[config.mk]
export PLATFORM = sky130hd
export DESIGN_NAME = exec_unit
export DESIGN_NICKNAME = d
export VERILOG_FILES = /design/src/rtl/exec_pkg.sv /design/src/rtl/mul8_seq.sv /design/src/rtl/exec_unit.sv
export SDC_FILE = /design/constraint.sdc
export NUM_CORES = 1
export LEC_CHECK = 0
export ABC_AREA = 0
export BUFFER_PORTS_ARGS = -buffer_cell sky130_fd_sc_hd__buf_2
export CAP_MARGIN = 40
export CORE_MARGIN = 2
export CORE_UTILIZATION = 55
export DETAILED_ROUTE_END_ITERATION = 8
export PLACE_DENSITY = 0.76
export SYNTH_ARGS = -nofsm -noshare
export SYNTH_HDL_FRONTEND = slang
export SYNTH_SLANG_ARGS = --single-unit
[constraint.sdc]
create_clock -name clk -period 2.4 [get_ports clk]
set_input_delay 0.12 -clock clk [delete_from_list [all_inputs] [get_ports clk]]
set_output_delay 0.12 -clock clk [all_outputs]
set_load 0.1 [all_outputs]
[src/rtl/exec_pkg.sv]
// Shared types and constants for the execute/writeback stage.
// The multiplier path is enabled by the EXEC_MUL_EN macro in the files that import this package.
package exec_pkg;

    typedef enum logic [2:0] {
        OP_ADD = 3'd0,
        OP_SUB = 3'd1,
        OP_AND = 3'd2,
        OP_OR  = 3'd3,
        OP_XOR = 3'd4,
        OP_SHL = 3'd5,
        OP_SHR = 3'd6,
        OP_MUL = 3'd7
    } op_t;

    typedef enum logic [1:0] {
        S_IDLE = 2'd0,
        S_EXEC = 2'd1,
        S_MUL  = 2'd2,
        S_WB   = 2'd3
    } state_t;

    localparam int MUL_ITERS = 8;
    localparam int SHAMT_W   = 3;

endpackage

[src/rtl/mul8_seq.sv]
// Sequential shift-add multiplier: one multiplier bit per cycle after load.
// Compiled only when EXEC_MUL_EN is defined.
`ifdef EXEC_MUL_EN
module mul8_seq
    import exec_pkg::*;
#(
    parameter int W = 8
) (
    input  logic           clk,
    input  logic           reset,
    input  logic           load,
    input  logic [W-1:0]   a,
    input  logic [W-1:0]   b,
    output logic [2*W-1:0] product,
    output logic           last
);

    localparam int CW = $clog2(MUL_ITERS) + 1;

    logic           active_q, active_d;
    logic [CW-1:0]  cnt_q, cnt_d;
    logic [2*W-1:0] acc_q, acc_d;
    logic [2*W-1:0] mcand_q, mcand_d;
    logic [W-1:0]   mplier_q, mplier_d;

    always_comb begin
        active_d = active_q;
        cnt_d    = cnt_q;
        acc_d    = acc_q;
        mcand_d  = mcand_q;
        mplier_d = mplier_q;
        if (load) begin
            active_d = 1'b1;
            cnt_d    = '0;
            acc_d    = '0;
            mcand_d  = {{W{1'b0}}, a};
            mplier_d = b;
        end else if (active_q) begin
            if (mplier_q[0]) begin
                acc_d = acc_q + mcand_q;
            end
            mcand_d  = mcand_q << 1;
            mplier_d = mplier_q >> 1;
            cnt_d    = cnt_q + 1'b1;
            if (cnt_q == CW'(MUL_ITERS - 1)) begin
                active_d = 1'b0;
            end
        end
    end

    always_ff @(posedge clk) begin
        if (!reset) begin
            active_q <= 1'b0;
            cnt_q    <= '0;
            acc_q    <= '0;
            mcand_q  <= '0;
            mplier_q <= '0;
        end else begin
            active_q <= active_d;
            cnt_q    <= cnt_d;
            acc_q    <= acc_d;
            mcand_q  <= mcand_d;
            mplier_q <= mplier_d;
        end
    end

    // Final iteration happens on the edge that ends this cycle.
    assign last    = active_q && (cnt_q == CW'(MUL_ITERS - 1));
    assign product = acc_q;

endmodule
`endif

[src/rtl/exec_unit.sv]
// Single-issue execute/writeback stage: ALU ops in one EXEC cycle, MUL via mul8_seq.
// Multiplier support is compiled in only when EXEC_MUL_EN is defined.
module exec_unit
    import exec_pkg::*;
#(
    parameter int W  = 8,
    parameter int AW = 3
) (
    input  logic          clk,
    input  logic          reset,
    input  logic          start,
    input  logic [2:0]    op,
    input  logic [AW-1:0] rd_sel,
    input  logic [AW-1:0] rs_sel,
    input  logic [W-1:0]  a_in,
    input  logic [W-1:0]  b_in,
    output logic [AW-1:0] rd,
    output logic [AW-1:0] rs,
    output logic          reg_write,
    output logic [W-1:0]  data_out,
    output logic          busy,
    output logic          done,
    output logic          flag_z,
    output logic          flag_c
);

    state_t        state_q, state_d;
    op_t           op_q, op_d;
    logic [AW-1:0] rd_q, rd_d, rs_q, rs_d;
    logic [W-1:0]  a_q, a_d, b_q, b_d;
    logic [W-1:0]  res_q, res_d;
    logic          carry_q, carry_d;
    logic [W-1:0]  data_out_q, data_out_d;
    logic          flag_z_q, flag_z_d, flag_c_q, flag_c_d;

    logic [W-1:0]  alu_res;
    logic          alu_c;
    logic [W-1:0]  wb_result;
    logic          wb_carry;
    logic          wb_valid;

    logic [W:0]         sum, diff, sh_l, sh_r;
    logic [SHAMT_W-1:0] shamt;

    assign shamt = b_q[SHAMT_W-1:0];
    assign sum   = {1'b0, a_q} + {1'b0, b_q};
    assign diff  = {1'b0, a_q} - {1'b0, b_q};
    // One spare bit catches the last bit shifted out; a zero shift leaves it 0.
    assign sh_l  = {1'b0, a_q} << shamt;
    assign sh_r  = {a_q, 1'b0} >> shamt;

    always_comb begin
        alu_res = '0;
        alu_c   = 1'b0;
        case (op_q)
            OP_ADD: begin alu_res = sum[W-1:0];  alu_c = sum[W];  end
            OP_SUB: begin alu_res = diff[W-1:0]; alu_c = diff[W]; end
            OP_AND: alu_res = a_q & b_q;
            OP_OR:  alu_res = a_q | b_q;
            OP_XOR: alu_res = a_q ^ b_q;
            OP_SHL: begin alu_res = sh_l[W-1:0]; alu_c = sh_l[W]; end
            OP_SHR: begin alu_res = sh_r[W:1];   alu_c = sh_r[0]; end
            default: begin alu_res = '0; alu_c = 1'b0; end
        endcase
    end

`ifdef EXEC_MUL_EN
    logic [2*W-1:0] mul_product;
    logic           mul_last;
    logic           mul_load;

    assign mul_load = (state_q == S_IDLE) && start && (op_t'(op) == OP_MUL);

    mul8_seq #(.W(W)) u_mul (
        .clk     (clk),
        .reset   (reset),
        .load    (mul_load),
        .a       (a_in),
        .b       (b_in),
        .product (mul_product),
        .last    (mul_last)
    );

    assign wb_valid  = 1'b1;
    assign wb_result = (op_q == OP_MUL) ? mul_product[W-1:0] : res_q;
    assign wb_carry  = (op_q == OP_MUL) ? (|mul_product[2*W-1:W]) : carry_q;
`else
    assign wb_valid  = (op_q != OP_MUL);
    assign wb_result = res_q;
    assign wb_carry  = carry_q;
`endif

    always_comb begin
        state_d    = state_q;
        op_d       = op_q;
        rd_d       = rd_q;
        rs_d       = rs_q;
        a_d        = a_q;
        b_d        = b_q;
        res_d      = res_q;
        carry_d    = carry_q;
        data_out_d = data_out_q;
        flag_z_d   = flag_z_q;
        flag_c_d   = flag_c_q;
        case (state_q)
            S_IDLE: begin
                if (start) begin
                    op_d    = op_t'(op);
                    rd_d    = rd_sel;
                    rs_d    = rs_sel;
                    a_d     = a_in;
                    b_d     = b_in;
                    state_d = S_EXEC;
`ifdef EXEC_MUL_EN
                    if (op_t'(op) == OP_MUL) state_d = S_MUL;
`endif
                end
            end
            S_EXEC: begin
                res_d   = alu_res;
                carry_d = alu_c;
                state_d = S_WB;
            end
`ifdef EXEC_MUL_EN
            S_MUL: begin
                if (mul_last) state_d = S_WB;
            end
`endif
            S_WB: begin
                state_d = S_IDLE;
                if (wb_valid) begin
                    data_out_d = wb_result;
                    flag_z_d   = (wb_result == '0);
                    flag_c_d   = wb_carry;
                end
            end
            default: state_d = S_IDLE;
        endcase
    end

    always_ff @(posedge clk) begin
        if (!reset) begin
            state_q    <= S_IDLE;
            op_q       <= OP_ADD;
            rd_q       <= '0;
            rs_q       <= '0;
            a_q        <= '0;
            b_q        <= '0;
            res_q      <= '0;
            carry_q    <= 1'b0;
            data_out_q <= '0;
            flag_z_q   <= 1'b0;
            flag_c_q   <= 1'b0;
        end else begin
            state_q    <= state_d;
            op_q       <= op_d;
            rd_q       <= rd_d;
            rs_q       <= rs_d;
            a_q        <= a_d;
            b_q        <= b_d;
            res_q      <= res_d;
            carry_q    <= carry_d;
            data_out_q <= data_out_d;
            flag_z_q   <= flag_z_d;
            flag_c_q   <= flag_c_d;
        end
    end

    assign rd        = (state_q == S_IDLE) ? rd_sel : rd_q;
    assign rs        = (state_q == S_IDLE) ? rs_sel : rs_q;
    assign busy      = (state_q != S_IDLE);
    assign done      = (state_q == S_WB);
    assign reg_write = (state_q == S_WB) && wb_valid;
    // In WB the next-value already equals the result; elsewhere it is the held value.
    assign data_out  = data_out_d;
    assign flag_z    = flag_z_q;
    assign flag_c    = flag_c_q;

endmodule

==> results.md <==
Outcome:
- The flow ran to the end, and the final reports show no timing, DRC or antenna violations.

Yosys:
- Synthesis produced 449 cells.
- In this run, synthesis produced a sequential element count of 46.
- The cell area that synthesis handed to floorplanning was between 0.003 and 0.004 mm^2.
- The number of nets produced by synthesis is 504.
- The unique cell type count in the Yosys netlist is 60.
- The leading register cell type out of synthesis is dfxtp_1.
- The share of synthesized area occupied by flip-flops and latches is 25.6%.
- The total number of yosys warnings is 0.
- The fraction of registers with async set/reset is 0%.
- The number of flops mapped to enable cells by yosys is 0.
- The average instance area after synthesis is 8.02 um^2.

CTS:
- After clock tree synthesis, the clock-pin slew on the worst setup and hold paths is 0.10 ns.
- The maximum count of clock buffers along a single path is 2.
- The clock reaches the later pin of the worst-skew pair after 0.31 ns.
- The clock drives 46 sinks.
- The number of buffers created by CTS is 5.
- The count of instances resized after the clock tree is built is 0.
- The number of levels in the clock H-tree is 2.
- After clock tree synthesis, the flow added hold-fix buffers numbering 0.
- TritonCTS built the clock tree.
- The clock root buffer is clkbuf_8.
- After clock tree synthesis, the setup repair step added 0 buffers.

Die:
- The die covers between 0.007 and 0.008 mm^2.
- The number of top-level design ports is between 40 and 50.
- The x dimension of the die is 84.9 um.
- The height of the chip is 84.9 um.
- The initialized floorplan defines 29 standard-cell rows.
- The starting density of the core is a little under three fifths.
- The core region is 0.00635 mm^2.

Cells and area:
- The area growth from synthesis to layout is 15.2%.
- 0 antenna diodes ended up in the layout.
- At the end of the flow, the number of nets in the layout was approximately 540.
- The number of fill cells is 559.
- The final core utilization is between 60% and 70%.
- The post-route netlist has roughly 20% of its cells at a drive strength greater than 1.

Routing:
- The total number of vias is 3395.
- The final layout contains routed wiring with a total length of 9420 um.
- The routed length per placed instance is 16.6 um.
- The highest signal layer in the routed design is met4.
- In the final routing, the length of wire on met1 measures 4240 um.
- Detailed routing placed a total of 611 um of wire on met3.
- After detailed routing, the met2 layer carries 4330 um of wire.
- The vias per cell is 6.00.
- The detailed router finished its first iteration with 319 violations.
- In the routed design, unresolved DRC markers number 0.
- Before antenna repair, the detailed router went through 5 iterations.
- The number of antenna-violating nets in the routed design is 0.

Pwr:
- The worst-case IR drop observed on VDD is 0.380 mV.
- The clock network is responsible for 28.1% of the overall power.
- In this run, flip-flops and latches consume 39.0% of the power.
- Dividing total power by cell area gives a power density of 518 mW/mm^2.
- The overall power after layout is 2150 uW.
- The part of the power in combinational logic is between 30% and 40%.
- The cell leakage power is roughly 0.0017 uW.
- The switching portion of total power is between 30% and 40%.
- For this design the total switching power over the nets is 780 uW.
- The cell internal power dissipation is 1370 uW.

Flow run:
- The number of max-cap violations is 0.

Worst hold path:
- The tightest min-delay check is of the input pin to flip-flop type.
- In this run the most critical hold path is launched from a_in[1].

Global routing:
- The overall routing resource usage is approximately 26%.
- The largest net degree at the start of global routing is 40.
- Global routing finished with a remaining overflow of 0.
- The via count of the first global-routing pass came to between 3k and 4k.
- The number of antenna violations at the first check in global routing is 0.
- The first global-routing pass estimated 15200 um of wire.

STA:
- On the final layout, the worst clock skew is 0.0155 ns.
- At the pin with the least slew margin, the transition time is between 0.7 and 0.8 ns.
- The smallest setup slack after layout is ~0.19 ns.
- The final count of negative-setup-slack endpoints is 0.
- The final number of max-transition violations was 0.
- The fmax is ~450 MHz.
- Measured against its own limit, the worst slew margin works out to 46.9%.
- The minimum clock period after layout is 2.21 ns.
- The number of hold violations in the final report was 0.
- Setup repair after global routing left no endpoint under its margin.
- The final critical path takes up 92.1% of the cycle.
- Summed over all failing endpoints, the final setup total negative slack is 0 ns.

Setup path:
- The largest fanout on the critical path is 11.
- In this run the critical register-to-register path is launched from b_q[5].
- The critical path is of the flip-flop to flip-flop type.
- At the worst endpoint, the required time is 2.64 ns.
- STA classifies the critical path endpoint as a flip-flop.
- Data arrives at the worst endpoint at 2.46 ns.
- The worst setup path startpoint is b_q[5].
- STA classifies the critical path startpoint as a flip-flop.

Place:
- Buffers placed on the I/O ports in this run total 46.
- The congestion estimate from routability-driven global placement came to 1.01.
- Detailed placement finished with a half-perimeter wire length of 7040 um.
- The worst slack at placement is 0.124 ns.
==> cells by family (layout without fill, tap and decap cells) <==
logic type	after synthesis	count (layout)	synth area share (%)
xor gates and xnor gates	8	8	1.95
and+or+nand+nor	166	166	21.9
muxes	33	33	12.2
AOI/OAI and AO/OA	112	112	21.7
adders and majority gates	27	27	9.80
buffers and inverters	57	97	6.91
DFF	46	46	25.6
==> sequential cells by signal, summed over array words and instances, names as in the netlist <==
register,flops
a_q,8
b_q,8
carry_q,1
data_out_q,8
flag_c,1
flag_z,1
op_q,3
rd_q,3
res_q,8
rs_q,3
state_q,2
==> layout by cell type (no fill, tap or decap), drive strengths merged, types with 8 or more instances in the layout <==
master and instances:
nor2 26, mux2 15, nor2b 8, ha 25
a21boi 26, and2 16, o21ai 9, buf 64
nor3 8, xnor2 8, a21oi 26, nand2 79
inv 25, dfxtp 46, mux2i 12
==> layout make-up <==
class	count	area, um^2	area share (%)
clock buffer	6	72.6	1.75
clock inverter	2	37.5	0.905
inverter	25	93.8	2.26
multi-input combinational	346	2440	58.9
sequential	46	921	22.2
tap	77	96.3	2.32
timing repair buffer	64	485	11.7
==> critical path: stages (launching register included) <==
cell and delay [ns]:
dfxtp_1 0.38, inv_1 0.08, ha_1 0.49, inv_1 0.18, a221oi_1 0.35, o41ai_2 0.16
buf_4 0.16, xnor2_1 0.12, nand2_1 0.07, a31oi_1 0.15
==> per-stage QoR <==
step           cell area (um^2)  hold WS, ns  instances
2_1_floorplan              3610        0.265        449
4_1_cts                    4140       0.0573        566
6_report                   4150       0.0562        566
3_5_place_dp               4030        0.379        558
3_3_place_gp               4030        0.368        558
5_1_grt                    4150       0.0663        566
==> worst paths after layout <==
kind / end / slack, ns / cells after the start
max: res_q[6] / 0.19 / 9
min: a_q[1] / 0.06 / 3
max reg2reg: res_q[6] / 0.19 / 9
min reg2reg: rd_q[2] / 0.46 / 2
==> synthesized netlist by cell type, drive strengths merged (3+ instances only) <==
master	instances	area, um^2
nand2	79	297
dfxtp	46	921
a21boi	26	195
a21oi	26	130
nor2	26	103
ha	25	313
inv	25	93.8
buf	21	113
and2	16	100
mux2	15	169
mux2i	12	120
clkbuf	11	42.5
o21ai	9	45.0
nor2b	8	60.1
nor3	8	45.0
xnor2	8	70.1
a22oi	7	52.6
nand2b	7	43.8
mux4	6	150
nand3	6	30.0
o211ai	5	37.5
o221ai	5	43.8
nand3b	4	30.0
o22ai	4	25.0
a211oi	3	22.5
a31oi	3	18.8
and3	3	18.8
nor3b	3	22.5
nor4	3	18.8
o21a	3	22.5
==> power by group through the flow <==
stage	combinational [uW]	clock, uW	sequential (uW)
floorplan	520	0	851
global placement	683	0	854
detailed placement	689	0	856
CTS	693	601	838
global route	759	626	844
finish	708	603	839
==> routing by layer <==
metal	track usage [%]	vias up
met5	0	-
met4	7.22	0
met3	3.89	21
met2	41.2	153
met1	36.7	1580
li1	-	1641
Power figures use the tool's default switching activity.
